--- config.mk ---
export PLATFORM = sky130hd
export DESIGN_NAME = aes_inv_key_expand_128
export DESIGN_NICKNAME = d
export VERILOG_FILES = /design/src/rtl/aes_inv_key_expand_128.sv
export SDC_FILE = /design/constraint.sdc
export NUM_CORES = 2
export LEC_CHECK = 0
export BUFFER_PORTS_ARGS = -buffer_cell sky130_fd_sc_hd__buf_2
export CAP_MARGIN = 20
export CORE_MARGIN = 4
export CORE_UTILIZATION = 60
export DETAILED_ROUTE_END_ITERATION = 6
export GPL_TIMING_DRIVEN = 0
export PLACE_DENSITY = 0.78
export SYNTH_ARGS = -nofsm -noshare
export SYNTH_HDL_FRONTEND = slang
export SYNTH_SLANG_ARGS = --single-unit
export TNS_END_PERCENT = 10
--- constraint.sdc ---
create_clock -name clk -period 30.3 [get_ports clk]
set_input_delay 1.515 -clock clk [delete_from_list [all_inputs] [get_ports clk]]
set_output_delay 1.515 -clock clk [all_outputs]
set_load 0.02 [all_outputs]
--- src/rtl/aes_inv_key_expand_128.sv ---
// AES-128 inverse key expander: walks forward from a cipher key (or takes the
// round-10 key directly), then emits round keys 10..0 over a valid/ready handshake.

module aes_sbox (
    input  logic [7:0] a_i,
    output logic [7:0] s_o
);
    function automatic logic [7:0] gf_mul(input logic [7:0] a, input logic [7:0] b);
        logic [7:0] p;
        logic [7:0] aa;
        p  = 8'h00;
        aa = a;
        for (int i = 0; i < 8; i++) begin
            if (b[i]) p = p ^ aa;
            aa = {aa[6:0], 1'b0} ^ (aa[7] ? 8'h1b : 8'h00);
        end
        return p;
    endfunction

    // x^254 is the multiplicative inverse in GF(2^8) and maps 0 to 0 as the S-box needs.
    function automatic logic [7:0] gf_inv(input logic [7:0] x);
        logic [7:0] sq;
        logic [7:0] acc;
        sq  = gf_mul(x, x);
        acc = sq;
        for (int i = 0; i < 6; i++) begin
            sq  = gf_mul(sq, sq);
            acc = gf_mul(acc, sq);
        end
        return acc;
    endfunction

    logic [7:0] b;

    assign b   = gf_inv(a_i);
    assign s_o = b ^ {b[6:0], b[7]} ^ {b[5:0], b[7:6]} ^ {b[4:0], b[7:5]}
               ^ {b[3:0], b[7:4]} ^ 8'h63;
endmodule

module aes_inv_key_expand_128 (
    input  logic         clk,
    input  logic         rst,
    input  logic         start,
    input  logic         key_is_last,
    input  logic [127:0] key,
    input  logic         out_ready,
    output logic         out_valid,
    output logic [31:0]  wo_0,
    output logic [31:0]  wo_1,
    output logic [31:0]  wo_2,
    output logic [31:0]  wo_3,
    output logic [3:0]   rnd,
    output logic         busy,
    output logic         done
);
    typedef enum logic [1:0] {
        IDLE = 2'd0,
        FWD  = 2'd1,
        INV  = 2'd2
    } state_t;

    state_t           state_q, state_d;
    logic [3:0][31:0] w_q, w_d;
    logic [3:0]       rnd_q, rnd_d;
    logic             done_q, done_d;

    logic [31:0] sub_in;
    logic [31:0] rot;
    logic [31:0] sub_out;
    logic [31:0] t;
    logic [3:0]  rcon_rnd;
    logic [7:0]  rcon;

    // Shared S-boxes: forward step needs w3, inverse step recovers old w3 as w3^w2.
    assign sub_in = (state_q == INV) ? (w_q[3] ^ w_q[2]) : w_q[3];
    assign rot    = {sub_in[23:0], sub_in[31:24]};

    for (genvar i = 0; i < 4; i++) begin : g_sbox
        aes_sbox u_sbox (
            .a_i (rot[8*i +: 8]),
            .s_o (sub_out[8*i +: 8])
        );
    end

    assign rcon_rnd = (state_q == FWD) ? (rnd_q + 4'd1) : rnd_q;

    always_comb begin
        case (rcon_rnd)
            4'd1:    rcon = 8'h01;
            4'd2:    rcon = 8'h02;
            4'd3:    rcon = 8'h04;
            4'd4:    rcon = 8'h08;
            4'd5:    rcon = 8'h10;
            4'd6:    rcon = 8'h20;
            4'd7:    rcon = 8'h40;
            4'd8:    rcon = 8'h80;
            4'd9:    rcon = 8'h1b;
            4'd10:   rcon = 8'h36;
            default: rcon = 8'h00;
        endcase
    end

    assign t = sub_out ^ {rcon, 24'h000000};

    always_comb begin
        // NOTE: every next-state signal gets a hold default first so no path infers a latch.
        state_d = state_q;
        w_d     = w_q;
        rnd_d   = rnd_q;
        done_d  = 1'b0;

        case (state_q)
            FWD: begin
                w_d[0] = w_q[0] ^ t;
                w_d[1] = w_q[1] ^ w_d[0];
                w_d[2] = w_q[2] ^ w_d[1];
                w_d[3] = w_q[3] ^ w_d[2];
                rnd_d  = rnd_q + 4'd1;
                if (rnd_q == 4'd9) state_d = INV;
            end
            INV: begin
                if (out_ready) begin
                    if (rnd_q != 4'd0) begin
                        w_d[3] = w_q[3] ^ w_q[2];
                        w_d[2] = w_q[2] ^ w_q[1];
                        w_d[1] = w_q[1] ^ w_q[0];
                        w_d[0] = w_q[0] ^ t;
                        rnd_d  = rnd_q - 4'd1;
                    end else begin
                        state_d = IDLE;
                        done_d  = 1'b1;
                    end
                end
            end
            default: ;
        endcase

        // A new key overrides whatever the walk was doing, including a pending done.
        if (start) begin
            w_d[0]  = key[127:96];
            w_d[1]  = key[95:64];
            w_d[2]  = key[63:32];
            w_d[3]  = key[31:0];
            rnd_d   = key_is_last ? 4'd10 : 4'd0;
            state_d = key_is_last ? INV : FWD;
            done_d  = 1'b0;
        end
    end

    // NOTE: sequential state updates use non-blocking assignments so all registers sample together.
    always_ff @(posedge clk or posedge rst) begin
        if (rst) begin
            state_q <= IDLE;
            w_q     <= '0;
            rnd_q   <= 4'd0;
            done_q  <= 1'b0;
        end else begin
            state_q <= state_d;
            w_q     <= w_d;
            rnd_q   <= rnd_d;
            done_q  <= done_d;
        end
    end

    assign out_valid = (state_q == INV);
    assign busy      = (state_q != IDLE);
    assign done      = done_q;
    assign rnd       = rnd_q;
    assign wo_0      = w_q[0];
    assign wo_1      = w_q[1];
    assign wo_2      = w_q[2];
    assign wo_3      = w_q[3];
endmodule

==> results.cfg <==
[floorplan]
fp.dieH_microns = 351.2
core-area_sq_um = 116500
chipWidth_microns = 351.2
initial_core_util = 0.6065
io_pins = 268
dieArea_sq_um = 123300
rows = 125

[synthesis]
synth_area_leaders = xnor2_1, xnor3_1, nor2_1, xor2_1, dfrtp_1
synth_fa_ha_area_frac = 0.005170
synth_area_sq_um = 70670
yosysTopAreaCell = xnor2_1
synth_nets = 9535
synth_xor_area_frac = 0.4550
yosysUniqueCellTypes = 125
synth-async-reset-ratio = 1.000
synth_compound_area_frac = 0.1941
synth_flop_cell = dfrtp_1
ys_ff_latch = 135
synth.top_cell.area_share = 0.2035
synth_top_family_by_area = XOR/XNOR gates
yosys.area_share.simple = 0.2019
yosysWarnings = 0
synth.mux.area_fraction = 0.04486
avgSynthCellArea_sq_um = 7.537
synth_cells = 9376
ys_seq_area_frac = 0.04780
synth_edf_count = 0

[min_path]
holdPathEnd = wo_0[12]
holdCritStartpoint = wo_0[12]
holdPathStages = 2
hold_path_class = register to register

[grt]
grt_start_max_net_pins = 93
grt_pass1_vias = 66830
antenna_found_initial = 31
grt_first_pass_wirelength_microns = 399800
grt_util_all_layers = 0.4083
overflow = 0

[sta]
fmax_mhz = 42.28
fin_crit_ns = 23.65
setup_tns_ns = 0
max_slew_margin = 0.2116
worst_pin_slew_ns = 1.174
slew_viol_final = 0
final.setup_skew_ns = 0.01335
hold_viol = 0
setup_viol = 0
fin_crit_sh = 0.7807
grt_setup_unrepaired = false

[final_layout]
area_growth_pct = 5.784
drive_gt1_frac = 0.09173
fillers = 10430
final_common_cell = xnor2_1
mostFrequentLayoutCells = xnor2_1, nor2_1, nand2_1
nets = 9837

[critical_path]
critPathSlowestCell = xor2_1
crit_top_cell = xnor2_1
crit_required_ns = 30.63
r2r_start = state_q[0]
reg2reg_to = wo_1[28]
crit_path_end_kind = register
max_stage_delay_ns = 0.83
crit_type = register to register
worstSetupStartpointType = register
reg2reg_depth = 74
worstPathMaxFanout = 10
r2r_setup_slack_ns = 6.65
arrival_ns = 23.98

[status]
status = finished with violations
violations = design-rule violations

[clock_tree]
cts_setup_buffers = 0
htree_levels = 4
numClockSinks = 135
cts_hold_buf = 0
cts_made_buffers = 17
root_buffer = clkbuf_16
cts.repair.resized = 0
cts_tree = done
clock_path_buffers = 2
clkLatencyLatePin_ns = 0.45
cts.clk_slew.worst_paths_ns = 0.07

[routing]
drtIter0Drc = 10760
wire_per_inst_microns = 23.64
vias = 74420
firstDrtPassIters = 7
ant_nets = 0
drcViolationCount = 1
routed_wl_microns = 265800
vias_per_cell = 6.619

[run]
cap_violations = 0

[placement]
gp_congestion = 1.050
hpwl_microns = 206400
port_buffers = 267
cells by family after synthesis:
family                     Yosys count
AOI/OAI and AO/OA                 2139
xor gates and xnor gates          2736
adders and majority gates           30
buffers and inverters              816
and+or+nand+nor                   3215
muxes                              305
DFF                                135
worst max path at each step:
stage	from	slack (ns)	depth (start not counted)	end
after global routing	state_q[0]	5.45	74	wo_2[24]
final	state_q[0]	6.65	74	wo_1[28]
after floorplan	wo_2[23]	12.96	69	wo_3[28]
after global placement	state_q[0]	7.55	76	wo_1[28]
after detailed placement	state_q[0]	7.47	74	wo_1[28]
after CTS	state_q[0]	7.36	74	wo_1[28]
cell usage after synthesis, types with 53 or more instances:
library cell  instances
buf_2               151
xnor2_1            1642
xor2_1              459
buf_1                66
nand2_1             817
nand3_1             204
o21a_1               63
dfrtp_1             135
inv_1                94
o22ai_1             127
xnor2_2              81
nor2_1             1424
a21oi_1             591
or3_1                63
xnor3_1             417
o21ai_0             463
mux2i_1             247
mux2_2               53
a211oi_1            113
o211ai_1             74
nor3_1              252
nand2b_1             54
buf_4                62
a22oi_1              64
clkbuf_1            401
and2_1               69
a31oi_1              96
worst max-delay path: cells and delay by family (launching register included):
| kind | cells | cell delay [ns] |
|---|---|---|
| multiplexers | 3 | 0.67 |
| AND/OR/NAND/NOR | 13 | 2.58 |
| flip-flops | 1 | 0.45 |
| XOR/XNOR | 19 | 7.90 |
| buffers and inverters | 24 | 7.61 |
| adder cells (fa/ha/maj) | 6 | 1.98 |
| AO/OA/AOI/OAI | 9 | 2.26 |
registers in the layout (all words and copies together) (netlist names):
signal	flops
state_q	2
wo_3	32
wo_2	32
wo_0	32
rnd	4
done	1
wo_1	32
layer usage:
metal  vias up  wire length (microns)  track usage
met5         -                     61            0
met4         8                  13790       0.1754
met3       888                  35520      0.09137
met2      5223                 112100       0.6141
met1     35020                 104300       0.5633
li1      33270                      -            -
layout make-up:
cell class | count | area [sq um] | area share
timing repair buffer | 283 | 1493 | 0.01997
clock buffer | 19 | 442.9 | 0.005925
sequential | 135 | 3378 | 0.04519
buffer | 697 | 3167 | 0.04236
multi-input combinational | 8425 | 63680 | 0.8518
tap | 1524 | 1907 | 0.02551
clock inverter | 13 | 170.2 | 0.002276
antenna | 28 | 70.07 | 0.0009372
inverter | 119 | 451.7 | 0.006042
through the flow:
step / hold WS, ns / utilization / instance area (sq um) / setup WS, ns / cells
3_3_place_gp: 0.5378 / 0.6344 / 73910 / 7.551 / 11170
4_1_cts: 0.5616 / 0.6405 / 74620 / 7.361 / 11210
5_1_grt: 0.6004 / 0.6412 / 74710 / 5.445 / 11230
3_5_place_dp: 0.5482 / 0.6352 / 74010 / 7.468 / 11180
6_report: 0.5734 / 0.6416 / 74760 / 6.645 / 11240
2_1_floorplan: 0.6256 / - / 70670 / 12.96 / 9376
Power is left out: the tool's default activity adds up to more than one toggle a clock period on the data nets, which glitch-free logic cannot reach.
